## config.mk

```make
export PLATFORM = sky130hd
export DESIGN_NAME = btb_ctrl
export DESIGN_NICKNAME = d
export VERILOG_FILES = /design/src/rtl/btb_ctrl.sv
export SDC_FILE = /design/constraint.sdc
export NUM_CORES = 1
export LEC_CHECK = 0
export BUFFER_PORTS_ARGS = -buffer_cell sky130_fd_sc_hd__buf_2
export CORE_ASPECT_RATIO = 0.8
export CORE_UTILIZATION = 61
export DETAILED_ROUTE_END_ITERATION = 12
export MAX_ROUTING_LAYER = met4
export PLACE_DENSITY = 0.91
export SETUP_SLACK_MARGIN = 0.2
export SLEW_MARGIN = 25
export SYNTH_ARGS = -nofsm -noshare
export SYNTH_HDL_FRONTEND = slang
export SYNTH_SLANG_ARGS = --single-unit
```

## constraint.sdc

```tcl
create_clock -name clk_i -period 6.59 [get_ports clk_i]
set_clock_uncertainty 0.2 [all_clocks]
set_input_delay 0 -clock clk_i [delete_from_list [all_inputs] [get_ports clk_i]]
set_output_delay 0 -clock clk_i [all_outputs]
set_load 0.02 [all_outputs]
```

## src/rtl/btb_ctrl.sv

```systemverilog
// Update/maintenance controller for an 8-entry BTB: queues resolved branches,
// keeps shadow tag/valid/confidence state, drives the single write port and runs the flush walk.
module btb_ctrl #(
  parameter int ENTRIES = 8,
  parameter int IDX_W   = 3,
  parameter int QDEPTH  = 2
) (
  input  logic             clk_i,
  input  logic             rst_ni,
  input  logic             upd_valid_i,
  output logic             upd_ready_o,
  input  logic [31:0]      upd_pc_i,
  input  logic [31:0]      upd_target_i,
  input  logic             upd_taken_i,
  input  logic             flush_req_i,
  output logic             flush_busy_o,
  output logic             wr_en_o,
  output logic [IDX_W-1:0] wr_idx_o,
  output logic [31:0]      wr_tag_o,
  output logic [31:0]      wr_target_o,
  output logic             wr_valid_o
);

  localparam int PTR_W = (QDEPTH > 1) ? $clog2(QDEPTH) : 1;
  localparam int CNT_W = $clog2(QDEPTH + 1);

  typedef enum logic {IDLE, CLEAR} state_e;

  typedef struct packed {
    logic [31:0] pc;
    logic [31:0] target;
    logic        taken;
  } upd_t;

  state_e             state_q, state_d;
  logic [IDX_W-1:0]   k_q, k_d;
  logic [IDX_W-1:0]   rr_q, rr_d;
  logic [31:0]        tag_q [ENTRIES];
  logic [31:0]        tag_d [ENTRIES];
  logic [1:0]         cnt_q [ENTRIES];
  logic [1:0]         cnt_d [ENTRIES];
  logic [ENTRIES-1:0] valid_q, valid_d;

  upd_t               fifo_q [QDEPTH];
  logic [PTR_W-1:0]   rd_ptr_q, wr_ptr_q;
  logic [CNT_W-1:0]   count_q;
  upd_t               head;
  logic               fifo_full, fifo_empty;
  logic               push, pop, fifo_clr;

  logic               hit, free;
  logic [IDX_W-1:0]   hit_idx, free_idx, alloc_idx;
  logic [1:0]         cnt_dec;

  assign head        = fifo_q[rd_ptr_q];
  assign fifo_full   = (count_q == CNT_W'(QDEPTH));
  assign fifo_empty  = (count_q == '0);
  assign upd_ready_o = rst_ni && (state_q == IDLE) && !flush_req_i && !fifo_full;
  assign push        = upd_valid_i && upd_ready_o;

  // Descending scan so the lowest matching / lowest free index wins.
  always_comb begin
    hit      = 1'b0;
    hit_idx  = '0;
    free     = 1'b0;
    free_idx = '0;
    for (int i = ENTRIES - 1; i >= 0; i--) begin
      if (valid_q[i] && (tag_q[i] == head.pc)) begin
        hit     = 1'b1;
        hit_idx = IDX_W'(i);
      end
      if (!valid_q[i]) begin
        free     = 1'b1;
        free_idx = IDX_W'(i);
      end
    end
  end

  assign alloc_idx = free ? free_idx : rr_q;
  assign cnt_dec   = cnt_q[hit_idx] - 2'd1;

  always_comb begin
    // NOTE: every signal driven here gets a default first, so no path can infer a latch.
    state_d      = state_q;
    k_d          = k_q;
    rr_d         = rr_q;
    tag_d        = tag_q;
    cnt_d        = cnt_q;
    valid_d      = valid_q;
    pop          = 1'b0;
    fifo_clr     = 1'b0;
    flush_busy_o = 1'b0;
    wr_en_o      = 1'b0;
    wr_idx_o     = '0;
    wr_tag_o     = head.pc;
    wr_target_o  = head.target;
    wr_valid_o   = 1'b0;

    unique case (state_q)
      IDLE: begin
        if (flush_req_i) begin
          // Pending head is dropped unwritten; the walk starts next cycle.
          state_d  = CLEAR;
          k_d      = '0;
          fifo_clr = 1'b1;
        end else if (!fifo_empty) begin
          pop = 1'b1;
          if (hit) begin
            if (head.taken) begin
              wr_en_o        = 1'b1;
              wr_idx_o       = hit_idx;
              wr_valid_o     = 1'b1;
              cnt_d[hit_idx] = (cnt_q[hit_idx] == 2'd3) ? 2'd3 : cnt_q[hit_idx] + 2'd1;
            end else begin
              cnt_d[hit_idx] = cnt_dec;
              if (cnt_dec == 2'd0) begin
                wr_en_o          = 1'b1;
                wr_idx_o         = hit_idx;
                wr_valid_o       = 1'b0;
                valid_d[hit_idx] = 1'b0;
              end
            end
          end else if (head.taken) begin
            wr_en_o            = 1'b1;
            wr_idx_o           = alloc_idx;
            wr_valid_o         = 1'b1;
            tag_d[alloc_idx]   = head.pc;
            valid_d[alloc_idx] = 1'b1;
            cnt_d[alloc_idx]   = 2'b10;
            if (!free) rr_d = rr_q + 1'b1;
          end
        end
      end

      CLEAR: begin
        flush_busy_o = 1'b1;
        wr_en_o      = 1'b1;
        wr_idx_o     = k_q;
        wr_valid_o   = 1'b0;
        k_d          = k_q + 1'b1;
        if (k_q == IDX_W'(ENTRIES - 1)) begin
          state_d = IDLE;
          valid_d = '0;
          rr_d    = '0;
          for (int i = 0; i < ENTRIES; i++) cnt_d[i] = 2'd0;
        end
      end

      default: state_d = IDLE;
    endcase
  end

  // NOTE: the shadow arrays are reset because lookup trusts valid/cnt right after reset.
  always_ff @(posedge clk_i or negedge rst_ni) begin
    if (!rst_ni) begin
      state_q <= IDLE;
      k_q     <= '0;
      rr_q    <= '0;
      valid_q <= '0;
      for (int i = 0; i < ENTRIES; i++) begin
        tag_q[i] <= '0;
        cnt_q[i] <= 2'd0;
      end
    end else begin
      // NOTE: non-blocking assignments keep every register updating from pre-edge values.
      state_q <= state_d;
      k_q     <= k_d;
      rr_q    <= rr_d;
      valid_q <= valid_d;
      tag_q   <= tag_d;
      cnt_q   <= cnt_d;
    end
  end

  always_ff @(posedge clk_i or negedge rst_ni) begin
    if (!rst_ni) begin
      rd_ptr_q <= '0;
      wr_ptr_q <= '0;
      count_q  <= '0;
    end else if (fifo_clr) begin
      rd_ptr_q <= '0;
      wr_ptr_q <= '0;
      count_q  <= '0;
    end else begin
      if (push) wr_ptr_q <= (wr_ptr_q == PTR_W'(QDEPTH - 1)) ? '0 : wr_ptr_q + 1'b1;
      if (pop)  rd_ptr_q <= (rd_ptr_q == PTR_W'(QDEPTH - 1)) ? '0 : rd_ptr_q + 1'b1;
      if (push && !pop)      count_q <= count_q + 1'b1;
      else if (pop && !push) count_q <= count_q - 1'b1;
    end
  end

  // Payload storage is qualified by count_q, so it needs no reset.
  always_ff @(posedge clk_i) begin
    if (push) fifo_q[wr_ptr_q] <= '{pc: upd_pc_i, target: upd_target_i, taken: upd_taken_i};
  end

endmodule

```

Word-level counts from Yosys, hierarchy flattened. Memory sizes are Yosys's and may differ from the RTL's. Cells that the tools add are included.

Output and inout bits: 71. Input port bits: 69. Bits in writable memories: 130. Memories kept: 1. Register bits: 291. Word-level logic and storage cells: 214.

Mux-type cells: 110. Bitwise operators: 12. $add $sub $neg: 8. Equal/unequal tests: 21. Order comparisons: 8. Reduce and logical (&&, ||, !) cells: 31.

Memories: fifo_q (depth 2, width 65, rd ports 1, clocked after Yosys merged registers in 0, write ports 1, RTL line 44) `upd_t fifo_q [QDEPTH];`.

Operators with widths (number): $bwmux 256 (1); $eq 32x32->1 (8); $demux 32 s3 (1); $mux 16 (6); $mux 3 (30); $mux 8 (7); $mux 1 (41); $bwmux 16 (2); $mux 32 (1); $pmux 16 s2 (1); $logic_and 1x1->1 (18); $pmux 3 s2 (3); $and 8x8->8 (2); $mux 2 (8); $not 8->8 (2); $or 8x8->8 (2); $pmux 8 s2 (1); $demux 2 s3 (2); $ne 2x2->1 const B (6); $reduce_and 6->1 (2); $ge 4x4->1 const B (2); $lt 3x4->1 const B (2); $lt 4x1->1 const B (2); $not 3->4 (2); 20 further kinds (38).

Logic depth before layout (Yosys ltp). Gate-level depths: netlist of run 1. An unclocked memory read counts as a cell.

Depth after elaboration: 23. Depth in mapped cells: 22. Depth with buffers taken out: 18.

Worst setup path after synthesis of run 1. Ideal clock, no wire load.

Path kind: register to register. Start point: register rd_ptr_q. End point: register cnt_q[15] in the netlist's numbering. Setup time: 0.065 ns. Path slack: 1.679 ns. Stages on the path, launching flop included: 20. Data arrival time: 4.646 ns. Cell sequence: dfrtp_1 -> buf_6 -> buf_12 -> mux2i_4 -> inv_1 -> or3_1 -> a2111oi_0 -> nand4_1 -> nor2_2 -> nor2_1 -> a2111oi_4 -> mux2_2 -> nand2_1 -> o21ai_0 -> and3b_1 -> ha_1 -> mux2i_1 -> a21oi_1 -> a211oi_1 -> o22a_1.

Cells in the longest elaborated chain, start to end: 23. Elaborated cells on any way between the ends: 55. Classes of those cells: add/sub (2); order compare (2); eq/ne (10); mux (29); bitwise (1); reduce/logical (10); memory (1).

Ends and longest elaborated chain: from (decl) (RTL line 45) `logic [PTR_W-1:0] rd_ptr_q, wr_ptr_q;`; from (signal assigned) (RTL line 186) `if (pop) rd_ptr_q <= (rd_ptr_q == PTR_W'(QDEPTH - 1)) ? '0 : rd_ptr_q + 1'b1;`; $mem_v2 2x65 *; named net wr_tag_o[5] (RTL line 19) `output logic [31:0] wr_tag_o,`; $eq 32x32->1 (RTL line 68) `if (valid_q[i] && (tag_q[i] == head.pc)) begin`; $logic_and 1x1->1 (RTL line 68); $mux 3 (8 in series) (RTL line 68); $not 3->4 (RTL line 80, 113, 115); $bmux 2 s3 (RTL line 80, 113); $mux 2 (implied by the code) (2 in series) (RTL line 80, 113); $add 2x1->2 or $eq 2x2->1 (tied branches) (RTL line 113) `cnt_d[hit_idx] = (cnt_q[hit_idx] == 2'd3) ? 2'd3 : cnt_q[hit_idx] + 2'd1;`; $mux 2 (RTL line 113); $bwmux 16 (RTL line 113); $mux 16 (RTL line 109) `if (head.taken) begin`; $mux 16 (RTL line 108) `if (hit) begin`; $mux 16 (RTL line 106) `end else if (!fifo_empty) begin`; $mux 16 (RTL line 101) `if (flush_req_i) begin`; $pmux 16 s2 (RTL line 99) `unique case (state_q)`; to (signal assigned) (RTL line 171) `cnt_q <= cnt_d;`; to (decl) (RTL line 40) `logic [1:0] cnt_q [ENTRIES];`.

Mark *: on every way through the listed nets, which the timed path passes. The rest lies on a longest branch. The select of a mux whose other input is x is not followed. A chain may end at the register's enable or synchronous reset.

Worst setup path after layout of run 1.
Start point: register rd_ptr_q. End point: output wr_idx_o[2].

Cells in the longest elaborated chain, start to end: 23. Elaborated cells on any way between the ends: 46. Classes of those cells: add/sub (1); eq/ne (8); mux (26); bitwise (1); reduce/logical (9); memory (1).

Ends and longest elaborated chain: $mem_v2 2x65 *; $eq 32x32->1 (RTL line 68); $logic_and 1x1->1 (RTL line 68); $mux 3 (8 in series) (RTL line 68); $not 3->4 (implied by the code) (RTL line 80) `assign cnt_dec = cnt_q[hit_idx] - 2'd1;`; $bmux 2 s3 (RTL line 80); $mux 2 (implied by the code) (2 in series) (RTL line 80); $sub 2x1->2 (RTL line 80); $logic_not 2->1 (RTL line 116) `if (cnt_dec == 2'd0) begin`; $mux 3 (RTL line 116); $mux 3 (RTL line 109); $mux 3 * (RTL line 108); $mux 3 * (RTL line 106); $mux 3 * (RTL line 101); $pmux 3 s2 * (RTL line 99); to (decl) (RTL line 18) `output logic [IDX_W-1:0] wr_idx_o,`.

Every way passes the cells marked *; elsewhere a longest branch is shown, timed or not. The select of a mux whose other input is x is not followed.

==> results.sh, run 1 <==
export IMPL_buffers_on_ports=139
export IMPL_yosys_warnings=0
export IMPL_cellPowerDensity_mw_per_mm2=333
export IMPL_p_comb_share_pct=31.1
export IMPL_report_final_slew_viol_count=0
export IMPL_crit_path_start_kind="flip-flop"
export IMPL_ant_nets=0
export IMPL_synth_area_mm2=0.0205
export IMPL_setup_total_negative_slack_ps=0
export IMPL_rsz0062_at_grt="no"
export IMPL_layout_nets=2317
export IMPL_synthesis_instances=1897
export IMPL_result_of_the_run="finished, final reports clean"
export IMPL_routed_wire_length_per_instance_um=26.9
export IMPL_p_sw_w=0.00295
export IMPL_detailedRoute_firstPassIterationCount=8
export IMPL_final_common_cell="sky130_fd_sc_hd__dfrtp_1"
export IMPL_floorplan_die_area_mm2=0.0344
export IMPL_first_pass_grt_wire_length_mm=107
export IMPL_placeableCoreArea_mm2=0.0328
export IMPL_worstSkewPairLatency_ps=570
export IMPL_cts_sinks=421
export IMPL_power_switching_fraction_pct=35.2
export IMPL_setup_viol=0
export IMPL_cts_made_buffers=41
export IMPL_power_report_internal_total_w=0.00544
export IMPL_slew_headroom_pct=33.7
export IMPL_max_slew_worst_pin_slew_ps=994
export IMPL_finish_instance_area_mm2=0.0251
export IMPL_layout_drive_gt1_share_pct=19.7
export IMPL_layout_common_cells="sky130_fd_sc_hd__dfrtp_1, sky130_fd_sc_hd__xnor2_1, sky130_fd_sc_hd__nand2_1, sky130_fd_sc_hd__nor2_1, sky130_fd_sc_hd__a21oi_1"
export IMPL_hold_violation_count_in_the_final_report=0
export IMPL_crit_type="flip-flop to primary output"
export IMPL_critPathArrivalTime_ps=6060
export IMPL_ys_types=73
export IMPL_detailroute_via_count=17700
export IMPL_syn_nets=1972
export IMPL_ir_worst_vdd_mv=0.378
export IMPL_start_util_pct=62.6
export IMPL_die_width_um=207
export IMPL_dr_first_iter_drc_count=2637
export IMPL_number_of_antenna_violations_at_the_first_check_in_global_routing=3
export IMPL_drt_vias_per_instance=6.55
export IMPL_synth_edff_count=130
export IMPL_grt_max_degree=88
export IMPL_first_global_vias=17300
export IMPL_globalRouteMet1Util_pct=58.4
export IMPL_power_frac_clock_pct=30.5
export IMPL_rows=59
export IMPL_dominantRegCellSynth="sky130_fd_sc_hd__dfrtp_1"
export IMPL_postSynthRegisterBits=421
export IMPL_grt_overflow=0
export IMPL_area_growth_synth_to_final_pct=22.6
export IMPL_die_height_um=166
export IMPL_root_buffer="sky130_fd_sc_hd__clkbuf_16"
export IMPL_global_routing_usage_summed_across_all_routing_layers_pct=42.9
export IMPL_cts_tree="built"
export IMPL_globalRouteMet2Util_pct=62.5
export IMPL_post_route_min_period_ps=6260
export IMPL_groute_layer_met3_usage_pct=9.10
export IMPL_drt_drc_violations_left=0
export IMPL_crit_required_ps=6390
export IMPL_seq_power_share_pct=38.4
export IMPL_max_clock_freq_ghz=0.160
export IMPL_timing_critical_path_to_type="primary output"
export IMPL_seq_area_frac_synth_pct=54.5
export IMPL_finalCritPeriodShare_pct=95.0
export IMPL_detail_route_wirelength_mm=72.7
export IMPL_ctsLongestPathBuffers=3
export IMPL_place_area_mm2=0.0220
export IMPL_max_cap_viol_count=0
export IMPL_fillCellCount=1988
export IMPL_static_leakage_nw=10.1
export IMPL_routabilityCongestion=0.979
export IMPL_worst_setup_hold_path_clk_slew_ps=70
export IMPL_hpwl_mm=43.8
export IMPL_globalRoute_busiestLayer="met2"
export IMPL_synthArstFlopShare_pct=69.1
export IMPL_path_max_fanout=11
export IMPL_path_class_of_the_lowest_slack_min_delay_path="input pin to flip-flop"
export IMPL_cts_htree_levels=2
export IMPL_num_io_pins=140
export IMPL_synthesis_area_per_instance_um2=10.8
[cells by family (layout without fill, tap and decap cells)]
| group | after synthesis | after routing | synth area share, % |
|---|---|---|---|
| DFF | 421 | 421 | 54.5 |
| buffers and inverters | 142 | 517 | 3.23 |
| other | 0 | 2 | 0 |
| AOI/OAI and AO/OA | 397 | 397 | 11.0 |
| adders and majority gates | 6 | 6 | 0.366 |
| and+or+nand+nor | 604 | 604 | 14.4 |
| muxes | 74 | 76 | 5.71 |
| xor gates and xnor gates | 253 | 253 | 10.8 |
[final cells by class]
type                            instances  area (um^2)  area share (%)
Clock inverter                         22          280            1.11
Tap cell                              427          534            2.12
Inverter                               44          165           0.657
Multi-Input combinational cell       1336         8730            34.7
Timing Repair Buffer                  398         3120            12.4
Sequential cell                       421        11200            44.5
Clock buffer                           53         1130            4.50
Antenna cell                            2         5.00          0.0199
[registers in the layout (all words and copies together) (netlist names)]
signal    flops
count_q       2
tag_q       256
k_q           3
wr_ptr_q      1
valid_q       8
rr_q          3
cnt_q        16
fifo_q      130
rd_ptr_q      1
state_q       1
[path summary, 6_finish.rpt]
path                                        startpoint                       to  slack, ps  depth (start not counted)
worst max-delay path              rd_ptr_q$_DFFE_PN0P_              wr_idx_o[2]        330                         18
worst min-delay path                       upd_pc_i[2]  fifo_q[1][35]$_DFFE_PP_         20                          2
worst max register to register    rd_ptr_q$_DFFE_PN0P_   valid_q[3]$_DFFE_PN0P_        580                         19
worst min register to register  tag_q[166]$_DFFE_PN0P_   tag_q[166]$_DFFE_PN0P_        300                          2
max in group asynchronous                       rst_ni    tag_q[57]$_DFFE_PN0P_       4970                          4
min in group asynchronous                       rst_ni   tag_q[199]$_DFFE_PN0P_        480                          4
[per-layer routing]
layer	routed length (um)	part of all wire, %
met5	0	0
met3	9120	13
met2	32200	44
met4	3380	4.7
met1	28000	39
[worst max-delay path: stages (launching register included)]
cell and delay (ps):
sky130_fd_sc_hd__dfrtp_4 690, sky130_fd_sc_hd__buf_12 240, sky130_fd_sc_hd__mux2i_4 620, sky130_fd_sc_hd__xnor2_1 280, sky130_fd_sc_hd__nor4_1 570, sky130_fd_sc_hd__nand4_1 180
sky130_fd_sc_hd__nor2_2 340, sky130_fd_sc_hd__nor3_1 160, sky130_fd_sc_hd__a2111oi_4 580, sky130_fd_sc_hd__mux2_2 400, sky130_fd_sc_hd__nand2_1 60, sky130_fd_sc_hd__o21ai_0 70
sky130_fd_sc_hd__and3b_1 280, sky130_fd_sc_hd__ha_1 160, sky130_fd_sc_hd__nand2b_1 170, sky130_fd_sc_hd__nand3_1 100, sky130_fd_sc_hd__o21ai_0 190, sky130_fd_sc_hd__a22o_1 200
sky130_fd_sc_hd__buf_2 170
[power groups by stage]
stage,Combinational (W),Sequential [W],Clock [W]
floorplan,0.00154,0.00316,0
global placement,0.00222,0.00323,0
detailed placement,0.00225,0.00325,0
CTS,0.00235,0.00320,0.00252
global route,0.00273,0.00323,0.00263
finish,0.00261,0.00322,0.00256
[cells in the mapped netlist, drive strengths merged (7+ instances only)]
master   count  share of area (%)
o21ai      158                3.9
nand3       25               0.61
mux2i       36                3.6
or3          7               0.21
nand3b      12               0.44
a21oi      166                4.1
a2111oi     10               0.55
nor3        36                1.2
dfrtp      291                 35
nor4       114                3.6
edfxtp     130                 19
mux2        38                2.1
nand4       28               0.85
buf         56                1.7
a31oi       10               0.34
nand2      178                3.3
nor2       178                3.3
clkbuf      42               0.77
xnor2      250                 11
inv         44               0.80
[through the flow]
stage	hold slack, ps	worst slack (ps)	util (%)	power [W]	std cells
floorplan	-496	1680	-	0.00470	1897
global placement	-108	464	67.0	0.00545	2451
detailed placement	-103	525	67.0	0.00550	2451
CTS	1.32	243	75.4	0.00807	2659
global route	4.36	167	76.7	0.00860	2703
finish	15.7	328	76.7	0.00839	2703
[repair_timing]
action | in CTS | in global routing
hold buffers | 126 | 0
buffers inserted | 7 | 40
setup endpoints to repair | 2 | 18
gates cloned | 0 | 2
hold endpoints to repair | 227 | 0
gates resized for setup | 1 | 2
(Power assumes the default switching activity.)
==> run 2, diff against run 1 <==
--- a/constraint.sdc
+++ b/constraint.sdc
@@ -3,3 +3,3 @@
 set_input_delay 0 -clock clk_i [delete_from_list [all_inputs] [get_ports clk_i]]
 set_output_delay 0 -clock clk_i [all_outputs]
-set_load 0.02 [all_outputs]
+set_load 0.005 [all_outputs]
==> run 2 against run 1 <==
  * The run now ends with DRC left
  * Die area did not move
  * First-iteration DRC count shrank 6.4%
  * Clock power about the same
  * Critical path depth up 2
  * Wire length grew 0.60%
  * Largest power group unchanged
  * Highest routed layer unchanged
==> results.sh, run 2 (synthesized netlist as in run 1, its figures left out) <==
export IMPL_die_width_um=207
export IMPL_globalRouteMet2Util_pct=63.4
export IMPL_regMostFlops="tag_q"
export IMPL_rows=59
export IMPL_slew_headroom_pct=33.6
export IMPL_worst_setup_hold_path_clk_slew_ps=70
export IMPL_dr_first_iter_drc_count=2467
export IMPL_rsz0062_at_grt="no"
export IMPL_layout_common_cells="sky130_fd_sc_hd__dfrtp_1, sky130_fd_sc_hd__xnor2_1, sky130_fd_sc_hd__nand2_1, sky130_fd_sc_hd__nor2_1, sky130_fd_sc_hd__a21oi_1"
export IMPL_final_instance_count_excl_fill=2678
export IMPL_detailroute_via_count=17600
export IMPL_critPathArrivalTime_ps=5870
export IMPL_finalCritPeriodShare_pct=92.2
export IMPL_fillCellCount=2005
export IMPL_detail_route_wirelength_mm=73.1
export IMPL_post_route_min_period_ps=6070
export IMPL_result_of_the_run="finished, violations left"
export IMPL_largestRegisters="tag_q: 256 flops, fifo_q: 130 flops, cnt_q: 16 flops"
export IMPL_drt_vias_per_instance=6.57
export IMPL_p_comb_share_pct=30.1
export IMPL_p_sw_w=0.00281
export IMPL_largest_register_ff_count=256
export IMPL_seq_power_share_pct=39.1
export IMPL_ir_worst_vdd_mv=0.313
export IMPL_ctsLongestPathBuffers=3
export IMPL_routed_wire_length_per_instance_um=27.3
export IMPL_root_buffer="sky130_fd_sc_hd__clkbuf_16"
export IMPL_placed_cells=2452
export IMPL_first_global_vias=17100
export IMPL_max_slew_worst_pin_slew_ps=995
export IMPL_floorplan_die_area_mm2=0.0344
export IMPL_static_leakage_nw=9.95
export IMPL_failed_checks="DRC"
export IMPL_worstSkewPairLatency_ps=570
export IMPL_ant_nets=0
export IMPL_cellPowerDensity_mw_per_mm2=330
export IMPL_buffers_on_ports=139
export IMPL_routabilityCongestion=0.961
export IMPL_power_frac_clock_pct=30.8
export IMPL_power_report_internal_total_w=0.00540
export IMPL_num_io_pins=140
export IMPL_multiInputGateArea_mm2=0.00869
export IMPL_path_class_of_the_lowest_slack_min_delay_path="input pin to flip-flop"
export IMPL_power_switching_fraction_pct=34.3
export IMPL_cts_sinks=421
export IMPL_globalRouteMet1Util_pct=57.7
export IMPL_groute_layer_met3_usage_pct=10.3
export IMPL_drt_drc_violations_left=1
export IMPL_number_of_antenna_violations_at_the_first_check_in_global_routing=1
export IMPL_layout_drive_gt1_share_pct=18.9
export IMPL_max_clock_freq_ghz=0.165
export IMPL_final_common_cell="sky130_fd_sc_hd__dfrtp_1"
export IMPL_report_final_slew_viol_count=0
export IMPL_crit_type="flip-flop to primary output"
export IMPL_detailedRoute_firstPassIterationCount=12
export IMPL_setup_total_negative_slack_ps=0
export IMPL_globalRoute_busiestLayer="met2"
export IMPL_global_routing_usage_summed_across_all_routing_layers_pct=42.9
export IMPL_grt_overflow=0
export IMPL_timing_final_ws_setup_ps=517
export IMPL_setup_viol=0
export IMPL_finish_instance_area_mm2=0.0249
export IMPL_crit_path_start_kind="flip-flop"
export IMPL_total_area_of_sequential_cells_mm2=0.0112
export IMPL_cts_htree_levels=2
export IMPL_place_area_mm2=0.0220
export IMPL_layout_nets=2292
export IMPL_start_util_pct=62.6
export IMPL_placeableCoreArea_mm2=0.0328
export IMPL_path_max_fanout=12
export IMPL_area_growth_synth_to_final_pct=21.3
export IMPL_pre_cts_ws_ps=576
export IMPL_timing_critical_path_to_type="primary output"
export IMPL_cts_tree="built"
export IMPL_hold_violation_count_in_the_final_report=0
export IMPL_cts_made_buffers=42
export IMPL_hpwl_mm=44.8
export IMPL_die_height_um=166
export IMPL_first_pass_grt_wire_length_mm=107
export IMPL_max_cap_viol_count=0
export IMPL_crit_required_ps=6390
export IMPL_grt_max_degree=66
-- run 2: cell types whose count changed in the layout (fill, tap and decap cells not counted), sizes merged, moves of 2 or more --
cell,before,now
dlygate4sd3,125,117
buf,273,257
clkbuf,53,58
clkinv,10,12
mux2i,38,36
clkinvlp,3,0
-- run 2: timing repair --
action                                  4_1_cts  5_1_grt
hold buffers                                117        1
endpoints found under the hold margin       303        2
buffers inserted                              0       30
gates resized for setup                       0        1
endpoints found under the setup margin        0       14
-- run 2: routing by layer --
layer	vias to the layer above	wire length [um]
met5	-	0
met3	264	8750
met1	8567	28400
li1	7375	-
met4	0	2860
met2	1391	33100
-- run 2: path summary, 6_finish.rpt --
check | startpoint | end | slack [ps] | cells past startpoint
min in group asynchronous | rst_ni | rd_ptr_q$_DFFE_PN0P_ | 430 | 4
worst min register to register | tag_q[175]$_DFFE_PN0P_ | tag_q[175]$_DFFE_PN0P_ | 300 | 2
worst max register to register | rd_ptr_q$_DFFE_PN0P_ | valid_q[3]$_DFFE_PN0P_ | 720 | 20
worst max-delay path | rd_ptr_q$_DFFE_PN0P_ | wr_idx_o[2] | 520 | 20
worst min-delay path | upd_target_i[24] | fifo_q[0][25]$_DFFE_PP_ | 10 | 2
max in group asynchronous | rst_ni | tag_q[111]$_DFFE_PN0P_ | 4010 | 5
-- run 2: metrics by stage --
stage / total power [W] / hold WS [ps] / util, %
final: 0.00821 / 11.9 / 75.9
after CTS: 0.00793 / 1.73 / 74.9
after global placement: 0.00536 / -244 / 67.0
after detailed placement: 0.00540 / -243 / 67.0
after floorplan: 0.00459 / -496 / -
after global routing: 0.00844 / 17.5 / 75.9
-- run 2: worst max-delay path, cell delays in order (launching register included) --
cell,delay [ps]
sky130_fd_sc_hd__dfrtp_4,560
sky130_fd_sc_hd__buf_12,250
sky130_fd_sc_hd__mux2i_4,590
sky130_fd_sc_hd__buf_4,310
sky130_fd_sc_hd__xnor2_1,120
sky130_fd_sc_hd__nor4_1,420
sky130_fd_sc_hd__nand4_1,200
sky130_fd_sc_hd__nor3_2,220
sky130_fd_sc_hd__buf_4,180
sky130_fd_sc_hd__a21oi_1,60
sky130_fd_sc_hd__a21oi_2,370
sky130_fd_sc_hd__mux2_2,430
sky130_fd_sc_hd__a211oi_2,320
sky130_fd_sc_hd__and2_1,200
sky130_fd_sc_hd__inv_1,70
sky130_fd_sc_hd__ha_1,200
sky130_fd_sc_hd__nand2b_1,180
sky130_fd_sc_hd__nand3_1,120
sky130_fd_sc_hd__o21ai_0,130
sky130_fd_sc_hd__a22o_1,230
sky130_fd_sc_hd__buf_2,120
-- run 2: area by class of cell --
cell class              count  area share [%]
repair buffers            374            11.7
multi-input cells        1334            34.9
diodes                      1          0.0101
clock inverters            19           0.910
flip-flops and latches    421            45.0
well taps                 427            2.15
inverters                  44           0.664
clock buffers              58            4.71
-- run 2: power groups by stage --
stage          logic (W)  registers, W  clock network (W)
2_1_floorplan    0.00144       0.00315                  0
3_3_place_gp     0.00213       0.00323                  0
3_5_place_dp     0.00216       0.00324                  0
4_1_cts          0.00225       0.00320            0.00249
5_1_grt          0.00259       0.00322            0.00262
6_report         0.00247       0.00321            0.00253
